## src/rtl/nibble_pkg.sv

```systemverilog
// Shared opcodes, state encoding and decode helpers for the nibble sequencer.
package nibble_pkg;

  localparam logic [3:0] OP_JC   = 4'h8;
  localparam logic [3:0] OP_JNC  = 4'h9;
  localparam logic [3:0] OP_JZ   = 4'hA;
  localparam logic [3:0] OP_JNZ  = 4'hB;
  localparam logic [3:0] OP_JMP  = 4'hC;
  localparam logic [3:0] OP_NOP  = 4'hD;
  localparam logic [3:0] OP_WAIT = 4'hE;
  localparam logic [3:0] OP_HLT  = 4'hF;

  typedef enum logic [2:0] {
    ST_IDLE   = 3'd0,
    ST_FETCH  = 3'd1,
    ST_DECODE = 3'd2,
    ST_JUMP   = 3'd3,
    ST_WAIT   = 3'd4,
    ST_HALT   = 3'd5
  } state_t;

  function automatic logic is_jump(input logic [3:0] instr);
    return (instr >= OP_JC) && (instr <= OP_JMP);
  endfunction

endpackage

```

## src/rtl/jump_cond.sv

```systemverilog
// Resolves whether a two-byte jump instruction is taken from the carry/zero flags.
module jump_cond
  import nibble_pkg::*;
(
  input  logic [3:0] instr,
  input  logic       c_flag,
  input  logic       z_flag,
  output logic       take
);

  always_comb begin
    take = 1'b0;
    case (instr)
      OP_JC:   take = c_flag;
      OP_JNC:  take = ~c_flag;
      OP_JZ:   take = z_flag;
      OP_JNZ:  take = ~z_flag;
      OP_JMP:  take = 1'b1;
      default: take = 1'b0;
    endcase
  end

endmodule

```

## src/rtl/nibble_sequencer.sv

```systemverilog
// Fetch/decode/jump sequencer driving the PC, fetch register and ALU strobe.
module nibble_sequencer
  import nibble_pkg::*;
(
  input  logic        clk,
  input  logic        reset,
  input  logic        start,
  input  logic [7:0]  program_byte,
  input  logic [3:0]  instr,
  input  logic [3:0]  oprnd,
  input  logic        c_flag,
  input  logic        z_flag,
  output logic        pc_en,
  output logic        pc_load,
  output logic [11:0] pc_d,
  output logic        fetch_en,
  output logic        alu_strobe,
  output logic [3:0]  alu_op,
  output logic [3:0]  alu_oprnd,
  output logic        halted,
  output logic [2:0]  phase
);

  state_t     state_q, state_d;
  logic [7:0] imm_q, imm_d;
  logic       take;

  jump_cond u_jumpCond (
    .instr  (instr),
    .c_flag (c_flag),
    .z_flag (z_flag),
    .take   (take)
  );

  always_ff @(posedge clk) begin
    if (reset) begin
      state_q <= ST_IDLE;
      imm_q   <= '0;
    end else begin
      state_q <= state_d;
      imm_q   <= imm_d;
    end
  end

  always_comb begin
    state_d    = state_q;
    imm_d      = imm_q;
    pc_en      = 1'b0;
    pc_load    = 1'b0;
    pc_d       = '0;
    fetch_en   = 1'b0;
    alu_strobe = 1'b0;
    alu_op     = '0;
    alu_oprnd  = '0;
    halted     = 1'b0;
    case (state_q)
      ST_IDLE: begin
        if (start) state_d = ST_FETCH;
      end
      ST_FETCH: begin
        fetch_en = 1'b1;
        pc_en    = 1'b1;
        state_d  = ST_DECODE;
      end
      ST_DECODE: begin
        // The PC already points at the second byte, so a jump grabs it straight off the ROM.
        if (!instr[3]) begin
          alu_strobe = 1'b1;
          alu_op     = instr;
          alu_oprnd  = oprnd;
          state_d    = ST_FETCH;
        end else if (is_jump(instr)) begin
          pc_en   = 1'b1;
          imm_d   = program_byte;
          state_d = ST_JUMP;
        end else if (instr == OP_NOP) begin
          state_d = ST_FETCH;
        end else if (instr == OP_WAIT) begin
          state_d = ST_WAIT;
        end else begin
          state_d = ST_HALT;
        end
      end
      ST_JUMP: begin
        if (take) begin
          pc_load = 1'b1;
          pc_d    = {oprnd, imm_q};
        end
        state_d = ST_FETCH;
      end
      ST_WAIT: begin
        if (start) state_d = ST_FETCH;
      end
      ST_HALT: begin
        halted = 1'b1;
      end
      default: state_d = ST_IDLE;
    endcase
  end

  assign phase = state_q;

endmodule
```

## config.mk

```make
export PLATFORM = sky130hd
export DESIGN_NAME = nibble_sequencer
export DESIGN_NICKNAME = d
export VERILOG_FILES = /design/src/rtl/nibble_pkg.sv /design/src/rtl/jump_cond.sv /design/src/rtl/nibble_sequencer.sv
export SDC_FILE = /design/constraint.sdc
export NUM_CORES = 1
export LEC_CHECK = 0
export CORE_MARGIN = 2
export CORE_UTILIZATION = 40
export CTS_CLUSTER_SIZE = 30
export DETAILED_ROUTE_END_ITERATION = 8
export PLACE_DENSITY = 0.9
export SYNTH_ARGS = -nofsm -noshare
export SYNTH_HDL_FRONTEND = slang
export SYNTH_SLANG_ARGS = --single-unit
```

## constraint.sdc

```tcl
create_clock -name clk -period 3.3 [get_ports clk]
set_input_delay 0.66 -clock clk [delete_from_list [all_inputs] [get_ports clk]]
set_output_delay 0.66 -clock clk [all_outputs]
set_load 0.01 [all_outputs]
```

==> metrics.yaml <==
status: "completed"
antenna_cells: 0
clock-root-buffer: "clkbuf_4"
ant_nets: 0
synth_area_sq_um: 874.6
postSynthAreaPerCell_sq_um: 8.251
pwr-share-clk: 0.295
async_flop_share: 0
cts_tree: "built"
post-route-util: 0.6931
cap_violations: 0
p_leak_nw: 0.4631
fin_skew_ns: 0.005779
p_seq_frac: 0.437
finalCritPeriodShare: 0.9747
antenna_found_initial: 0
mostFrequentLayoutCells: "clkdlybuf4s50_1 (47), nand2b_1 (19), nand2_1 (13)"
cp.arrival_ns: 2.56
worst_slack_ns: 0.08333
min-delay-path-class: "reg -> reg"
drt_iter0_markers: 11
route.detailed.drc: 0
critPathCaptureType: "output port"
cp-start-kind: "input port"
grtUsageMet1: 0.2170
clkLatencyLatePin_ns: 0.27
syn_inst: 106
vias: 920
vias_per_cell: 5.111
final_cells: 180
yosysSeqAreaShare: 0.2518
p_sw_mw: 0.08862
globalplace.congestion: 0.6798
grt_use_met3: 0.03274
start_util: 0.4325
swShare: 0.2755
core_sq_um: 2022
grt_util_met2: 0.3443
layout_commonest_cell: "clkdlybuf4s50_1"
numPortBuffers: 47
globalRoute.totalOverflow: 0
syn_nets: 127
fmax_ghz: 0.3109
wirelength_mm: 2.434
clock_path_buffers: 2
dr.pass1.iters: 4
yosys_warnings: 0
ys_types: 32
clk_pin_slew_worst_paths_ns: 0.07
peakVddDrop_mv: 0.2290
place_ws_ns: -0.1493
required_ns: 2.64
cts_made_buffers: 3
grt_max_degree: 20
hold_viol_final: 0
fin_nets: 175
maxSlewViolCount: 0
die-area_sq_um: 2577
fin_crit_ns: 3.217
total_power_mw: 0.3217
grt.total_usage: 0.1933
dp_hpwl_mm: 1.788
synth_edf_count: 0
clock_sinks: 11
row_count: 16
wire_per_inst_microns: 13.52
crit_path_max_fanout: 13
htreeDepth: 1
combPwrFrac: 0.268
p_per_area_nw_per_um2: 229.5
layout-drive-gt1-share: 0.1373
ys.flop_type: "dfxtp_1"
ys_ff_latch: 11
die_w_microns: 50.76
dp.cells: 175
grt_first_pass_wirelength_mm: 3.753
io_pins: 49
area_growth_pct: 60.23
grt_pass1_vias: 824
internal-power_mw: 0.2330
die_h_microns: 50.76
path_class: "in -> out"
grt.busiest_layer: "met2"
finalSetupViolations: 0
==> synth_stat cells, types with 2 or more instances <==
cell type	number	share of area
a21oi_2	10	0.10
clkbuf_1	2	0.0086
nand2b_1	19	0.14
o21ai_0	2	0.011
nor2b_1	3	0.021
a21oi_1	3	0.017
nand4b_1	2	0.020
and2_1	8	0.057
dfxtp_1	11	0.25
mux2i_1	8	0.092
buf_4	3	0.026
buf_6	2	0.026
and4b_1	2	0.023
nand2_1	13	0.056
==> final timing paths <==
| check | end | start | depth (start not counted) | slack [ns] |
|---|---|---|---|---|
| setup reg to reg | imm_q[6] | phase[1] | 3 | 1.78 |
| hold / removal | imm_q[4] | imm_q[4] | 2 | 0.48 |
| setup / recovery | pc_d[11] | instr[1] | 5 | 0.08 |
| hold reg to reg | imm_q[4] | imm_q[4] | 2 | 0.48 |
==> final cells by class <==
type / instances / area, sq um
fillers: 143 / 620.6
repair buffers: 51 / 513.0
flip-flops and latches: 11 / 220.2
clock buffers: 4 / 26.28
inverters: 1 / 3.754
multi-input cells: 86 / 604.3
well taps: 27 / 33.78
==> power by group through the flow <==
stage | clock network [mW] | logic, mW | registers, mW
after floorplan | 0 | 0.0388 | 0.141
after global placement | 0 | 0.0769 | 0.143
after detailed placement | 0 | 0.0789 | 0.143
after CTS | 0.0951 | 0.0816 | 0.140
after global routing | 0.101 | 0.0918 | 0.141
final | 0.0949 | 0.0863 | 0.141
==> kinds of logic (layout without fill, tap and decap cells) <==
family | Yosys count | after routing | synth area share
other | 1 | 1 | 0.004288
buffers and inverters | 9 | 56 | 0.07009
multiplexers | 8 | 8 | 0.09156
flip-flops | 11 | 11 | 0.2518
AND/OR/NAND/NOR | 55 | 55 | 0.3877
AO/OA/AOI/OAI | 22 | 22 | 0.1946
==> registers in the layout, summed over array words and instances, names as in the netlist <==
name,cells
imm_q,8
phase,3
==> critical path: stages <==
cell	delay (ns)
clkdlybuf4s50_1	0.56
nand2_1	0.15
or3_4	0.46
a21oi_1	0.17
clkdlybuf4s50_1	0.55
==> repair_timing <==
| item | in CTS | in global routing |
|---|---|---|
| gates resized for setup | 1 | 0 |
| setup buffers | 0 | 1 |
| pin swaps | 0 | 1 |
| setup endpoints to repair | 13 | 9 |
| hold buffers | 0 | 0 |
==> metal layers <==
metal,share of wire,vias up,routed length [microns]
met5,0,-,0
li1,-,458,-
met1,0.42,417,1028
met2,0.51,41,1230
met4,0.014,0,34
met3,0.058,4,141
==> stage by stage <==
step | hold slack (ns) | area, sq um | TNS [ns]
2_1_floorplan | 0.4490 | 874.6 | 0
3_3_place_gp | 0.4598 | 1344 | -0.7117
3_5_place_dp | 0.4706 | 1344 | -1.288
4_1_cts | 0.4817 | 1381 | 0
5_1_grt | 0.4950 | 1401 | -0.003675
6_report | 0.4788 | 1401 | 0
Power figures use the tool's default switching activity.
